===== config.mk =====
export PLATFORM = sky130hd
export DESIGN_NAME = uart_tx_arbiter
export DESIGN_NICKNAME = d
export VERILOG_FILES = /design/src/rtl/uart_tx_arbiter.sv
export SDC_FILE = /design/constraint.sdc
export NUM_CORES = 1
export LEC_CHECK = 0
export ABC_CLOCK_PERIOD_IN_PS = 5200
export CORE_MARGIN = 5
export CORE_UTILIZATION = 59
export DETAILED_ROUTE_END_ITERATION = 12
export HOLD_SLACK_MARGIN = 0.08
export MAX_ROUTING_LAYER = met4
export PLACE_DENSITY = 0.86
export SKIP_LAST_GASP = 1
export SLEW_MARGIN = 0
export SYNTH_ARGS = -nofsm -noshare
export SYNTH_HDL_FRONTEND = slang
export SYNTH_SLANG_ARGS = --single-unit

===== constraint.sdc =====
create_clock -name clk -period 5.2 [get_ports clk]
set_input_delay 0.78 -clock clk [delete_from_list [all_inputs] [get_ports clk]]
set_output_delay 0.78 -clock clk [all_outputs]
set_load 0.005 [all_outputs]

===== src/rtl/uart_tx_arbiter.sv =====
// Round-robin arbiter sharing one txuartlite byte transmitter between NUM_REQ byte sources.
// A grant lasts one message: released on req_last, after MAX_BURST bytes, or after IDLE_TIMEOUT idle cycles.
module uart_tx_arbiter #(
    parameter int NUM_REQ      = 2,
    parameter int DATA_WIDTH   = 8,
    parameter int MAX_BURST    = 16,
    parameter int IDLE_TIMEOUT = 100000
) (
    input  logic                          clk,
    input  logic                          reset,
    input  logic [NUM_REQ-1:0]            req_valid,
    input  logic [NUM_REQ*DATA_WIDTH-1:0] req_data,
    input  logic [NUM_REQ-1:0]            req_last,
    output logic [NUM_REQ-1:0]            req_ready,
    output logic [NUM_REQ-1:0]            grant,
    output logic [DATA_WIDTH-1:0]         tx_data,
    output logic                          tx_wr,
    input  logic                          tx_busy
);

    localparam int IDX_W  = $clog2(NUM_REQ);
    localparam int BEAT_W = $clog2((MAX_BURST > 2) ? MAX_BURST : 2) + 1;
    localparam int IDLE_W = $clog2((IDLE_TIMEOUT > 2) ? IDLE_TIMEOUT : 2) + 1;
    localparam logic [BEAT_W-1:0]  BURST_LIM = BEAT_W'(MAX_BURST);
    localparam logic [IDLE_W-1:0]  IDLE_LIM  = IDLE_W'(IDLE_TIMEOUT);
    localparam logic [NUM_REQ-1:0] ONE_HOT0  = NUM_REQ'(1);

    typedef enum logic [1:0] {ARB, SEND, GUARD} state_t;

    state_t                state;
    logic [IDX_W-1:0]      owner;
    logic [IDX_W-1:0]      rr_ptr;
    logic [IDX_W-1:0]      arb_idx;
    logic [IDX_W-1:0]      cand;
    logic                  arb_hit;
    logic                  rel;
    logic [BEAT_W-1:0]     beat_cnt;
    logic [BEAT_W-1:0]     beat_nxt;
    logic [IDLE_W-1:0]     idle_cnt;
    logic [IDLE_W-1:0]     idle_nxt;
    logic [DATA_WIDTH-1:0] data_arr [NUM_REQ];

    for (genvar g = 0; g < NUM_REQ; g++) begin : g_unpack
        assign data_arr[g] = req_data[g*DATA_WIDTH +: DATA_WIDTH];
    end

    // Scan starts just after the previous owner so every requester gets a turn.
    always_comb begin
        arb_hit = 1'b0;
        arb_idx = '0;
        cand    = '0;
        for (int i = 1; i <= NUM_REQ; i++) begin
            cand = IDX_W'((int'(rr_ptr) + i) % NUM_REQ);
            if (!arb_hit && req_valid[cand]) begin
                arb_hit = 1'b1;
                arb_idx = cand;
            end
        end
    end

    // Counters saturate instead of wrapping when their limit is 0 (unlimited).
    assign beat_nxt = (beat_cnt == '1) ? beat_cnt : beat_cnt + 1'b1;
    assign idle_nxt = (idle_cnt == '1) ? idle_cnt : idle_cnt + 1'b1;

    // NOTE: req_ready is combinational on tx_busy so a byte is taken the same cycle the UART frees up.
    assign req_ready = (state == SEND && !tx_busy) ? grant : '0;

    // NOTE: all state uses non-blocking assignments; reset is sampled on the clock edge only.
    always_ff @(posedge clk) begin
        if (!reset) begin
            state    <= ARB;
            grant    <= '0;
            owner    <= '0;
            rr_ptr   <= IDX_W'(NUM_REQ - 1);
            tx_wr    <= 1'b0;
            tx_data  <= '0;
            beat_cnt <= '0;
            idle_cnt <= '0;
            rel      <= 1'b0;
        end else begin
            tx_wr <= 1'b0;
            case (state)
                ARB: begin
                    if (arb_hit) begin
                        owner    <= arb_idx;
                        grant    <= ONE_HOT0 << arb_idx;
                        beat_cnt <= '0;
                        idle_cnt <= '0;
                        state    <= SEND;
                    end else begin
                        grant <= '0;
                    end
                end
                SEND: begin
                    if (req_valid[owner] && !tx_busy) begin
                        tx_data  <= data_arr[owner];
                        tx_wr    <= 1'b1;
                        beat_cnt <= beat_nxt;
                        rel      <= req_last[owner] || ((MAX_BURST != 0) && (beat_nxt == BURST_LIM));
                        idle_cnt <= '0;
                        state    <= GUARD;
                    end else if (!req_valid[owner]) begin
                        idle_cnt <= idle_nxt;
                        if ((IDLE_TIMEOUT != 0) && (idle_nxt == IDLE_LIM)) begin
                            grant  <= '0;
                            rr_ptr <= owner;
                            state  <= ARB;
                        end
                    end
                end
                GUARD: begin
                    // tx_busy only rises the cycle after tx_wr, so it is not looked at here.
                    if (rel) begin
                        grant  <= '0;
                        rr_ptr <= owner;
                        state  <= ARB;
                    end else begin
                        state <= SEND;
                    end
                end
                default: state <= ARB;
            endcase
        end
    end

endmodule


==> impl_metrics.py <==
metrics = {
    "outcome": {
        "outcome": "finished, final reports clean",
    },
    "pwr": {
        "p_int_mw": 0.5557,
        "lkg_pwr_nw": 0.9433,
        "power.share.clock_pct": 23.7,
        "power.switching_fraction_pct": 37.10,
        "seq_power_share_pct": 40.5,
        "power.combinational.fraction_pct": 35.8,
        "switching_power_summed_over_all_nets_mw": 0.3277,
        "power.density_cell_area_nw_per_um2": 302.2,
        "vdd_drop_max_uv": 227.2,
    },
    "die": {
        "top_ports": 36,
        "core_area_um2": 4029,
        "die-width_um": 74.92,
        "floorplan.die.height_um": 74.92,
        "core.rowCount": 23,
        "floorplan.initialDensity_pct": 61.71,
        "die_area_um2": 5612,
    },
    "layout": {
        "layout_common_cells": "39 x sky130_fd_sc_hd__dfxtp_1, 35 x sky130_fd_sc_hd__clkdlybuf4s50_1, 33 x sky130_fd_sc_hd__nor2_1, 33 x sky130_fd_sc_hd__nand2_1, 22 x sky130_fd_sc_hd__a21oi_1",
        "layout.nets": 373,
        "area.sequential_um2": 780.7,
        "fillers": 326,
        "antennaDiodeCount": 0,
        "area_delta_synth_final_pct": 17.56,
        "layout.cells.most_common": "sky130_fd_sc_hd__dfxtp_1",
        "final_layout_size_suffix_gt1_share_pct": 5.797,
        "multi_input_gate_area_um2": 1610,
    },
    "clocking": {
        "cts-buffers-inserted": 5,
        "cts_resized": 0,
        "ctsLongestPathBuffers": 2,
        "clock-root-buffer": "sky130_fd_sc_hd__clkbuf_8",
        "tritoncts": "yes",
        "postCtsSetupBuffers": 0,
        "clk_transition_reported_paths_ns": 0.08,
        "numClockSinks": 39,
        "insertion_delay_to_the_later_sink_of_the_worst_skew_pair_ns": 0.30,
        "ctsHoldBuffers": 0,
        "ctsHtreeMaxLevel": 2,
    },
    "routing": {
        "detail_route.first_pass.iterations": 5,
        "via_count": 2505,
        "initialDrtViolationCount": 263,
        "post_drt_wl_per_cell_um": 17.19,
        "post_drt_via_cell_ratio": 6.342,
        "drc": 0,
        "routed_wirelength_um": 6790,
        "detail-route-antenna-nets": 0,
    },
    "critical_path": {
        "criticalPathCategory": "flip-flop to primary output",
        "timing.critical_path.from_type": "flip-flop",
        "required_ns": 4.42,
        "setup.worst_path.start": "state[1]",
        "path_max_fanout": 12,
        "critical_path.endpoint_type": "primary output",
        "worstPathArrival_ns": 2.17,
        "critical_path.reg2reg.endpoint": "grant[0]",
        "reg2reg_setup_slack_ns": 2.34,
        "r2r.worst_path.cells": 8,
        "reg2reg_from": "idle_cnt[0]",
    },
    "hold_path": {
        "hp-start": "beat_cnt[1]",
        "worst_hold_path.endpoint": "beat_cnt[1]",
        "worstHoldPathType": "flip-flop to flip-flop",
        "holdPathStages": 2,
    },
    "global_routing": {
        "grt_use_met1_pct": 33.61,
        "globalRoute.busiestLayer": "met2",
        "globalRouteMet3Util_pct": 8.011,
        "first_pass_grt_wire_length_um": 11320,
        "antenna_found_initial": 0,
        "globalRoute.totalOverflow": 0,
        "grt_use_met2_pct": 40.23,
        "grtUsageTotal_pct": 26.88,
        "grt_pass1_vias": 2405,
        "maximum_number_of_pins_on_one_net_before_global_route_repair": 36,
    },
    "sta": {
        "finalMaxSlewViolations": 0,
        "number_of_hold_slack_violations_in_the_final_timing_report": 0,
        "slew_headroom_pct": 22.98,
        "finalHoldWorstSlack_ns": 0.4819,
        "worst-slew-pin-transition_ns": 1.149,
        "post-route-period-util_pct": 56.76,
        "fmax_mhz": 338.8,
        "final_period_minus_worst_setup_slack_ns": 2.952,
        "setup_viol": 0,
        "grt_setup_unrepaired": "false",
        "timing.setup.tns_ns": 0,
        "finalClockSkew_ns": 0.004862,
    },
    "yosys": {
        "synth_seq_cells": 39,
        "post_synthesis_share_of_cell_area_spent_on_and_or_nand_and_nor_gates_pct": 31.00,
        "synth_enable_flop_cells": 0,
        "post_synth_xor_area_fraction_pct": 2.466,
        "synth_fp_nets": 348,
        "synth_area_per_cell_um2": 7.794,
        "netlist_area_um2": 2486,
        "synth.area.mux_share_pct": 6.492,
        "synth_top_cells_by_area": "sky130_fd_sc_hd__dfxtp_1 31%, sky130_fd_sc_hd__mux2i_1 6.0%, sky130_fd_sc_hd__nand2_1 5.0%",
        "async_flop_share_pct": 0,
        "synth_ff_type": "sky130_fd_sc_hd__dfxtp_1",
        "post_synth_fa_ha_maj_area_fraction_pct": 3.020,
        "synth-compound-area-share_pct": 21.59,
        "synthCells": 319,
        "synth_top_family_by_area": "simple AND/OR/NAND/NOR gates",
        "post-synth-top-area-cell": "sky130_fd_sc_hd__dfxtp_1",
        "post-synth-top-area-fraction_pct": 31.40,
        "synthesis_warning_total": 0,
        "ys_seq_area_share_pct": 31.40,
        "yosys.cell_types.count": 56,
    },
    "placement": {
        "gpl.final_weighted_congestion": 1.063,
        "dp_hpwl_um": 4943,
        "buffer_ports.inserted": 35,
    },
    "run": {
        "drv_cap": 0,
    },
}
worst max-delay path, cell delays in order (launching register included):
cell	delay, ns
sky130_fd_sc_hd__dfxtp_1	0.33
sky130_fd_sc_hd__inv_1	0.12
sky130_fd_sc_hd__ha_1	0.42
sky130_fd_sc_hd__inv_1	0.23
sky130_fd_sc_hd__nor3b_1	0.22
sky130_fd_sc_hd__clkdlybuf4s50_1	0.55
layer usage:
metal,routed length [µm],part of all wire [%],vias to the layer above
met5,0,0,-
met4,153,2.3,0
met3,592,8.7,18
met2,3029,45,122
met1,3014,44,1142
li1,-,-,1223
through the flow:
step	cells	power (mW)	utilization, %	worst slack (ns)	cell area [µm²]
floorplan	319	0.5705	-	2.848	2486
global placement	387	0.6654	70.43	2.272	2838
detailed placement	387	0.6739	70.43	2.121	2838
CTS	395	0.8793	72.55	2.244	2923
global route	395	0.9403	72.55	2.097	2923
finish	395	0.8834	72.55	2.248	2923
flip-flops by register name, indices dropped and copies added (netlist names):
signal and flops:
idle_cnt 18, rr_ptr 1, tx_data 8, owner 1, state 2, tx_wr 1
grant 2, rel 1, beat_cnt 5
power groups by stage:
| stage | Combinational (mW) | Clock (mW) | Sequential [mW] |
|---|---|---|---|
| 3_3_place_gp | 0.304 | 0 | 0.362 |
| 5_1_grt | 0.351 | 0.227 | 0.362 |
| 4_1_cts | 0.314 | 0.209 | 0.357 |
| 2_1_floorplan | 0.220 | 0 | 0.351 |
| 3_5_place_dp | 0.310 | 0 | 0.363 |
| 6_report | 0.317 | 0.209 | 0.358 |
Yosys cell counts (all sizes together) (2+ instances only):
cell,n
a211oi,10
a21boi,2
a21oi,22
a22oi,3
a311oi,4
a31oi,2
and2,4
and3,2
and4,2
buf,4
clkbuf,14
dfxtp,39
ha,6
inv,6
mux2i,15
nand2,33
nand2b,5
nand3,10
nand3b,3
nand4,11
nand4b,2
nor2,33
nor2b,7
nor3,14
nor3b,3
nor4,8
o21a,4
o21ai,23
o22ai,2
or2,2
or3,2
xnor2,5
xor2,2
layout make-up:
class	instances	area share [%]
flip-flops and latches	39	26.71
repair buffers	36	12.24
multi-input cells	255	55.09
clock buffers	6	2.483
inverters	7	0.8990
clock inverters	2	0.4281
well taps	50	2.140
worst max-delay path by stage:
stage	endpoint	slack [ns]	cells after the start
after floorplan	grant[0]	2.85	9
after global placement	grant[0]	2.27	8
after detailed placement	grant[0]	2.12	8
after CTS	req_ready[1]	2.24	5
after global routing	grant[0]	2.10	8
final	req_ready[1]	2.25	5
kinds of logic (layout without fill, tap and decap cells):
logic type               count (synthesis)  after routing
AO/OA/AOI/OAI                           82             82
buffers and inverters                   25             51
XOR/XNOR                                 7              7
flip-flops                              39             39
multiplexers                            16             16
AND/OR/NAND/NOR                        144            144
adder cells (fa/ha/maj)                  6              6
Power figures use the tool's default switching activity.
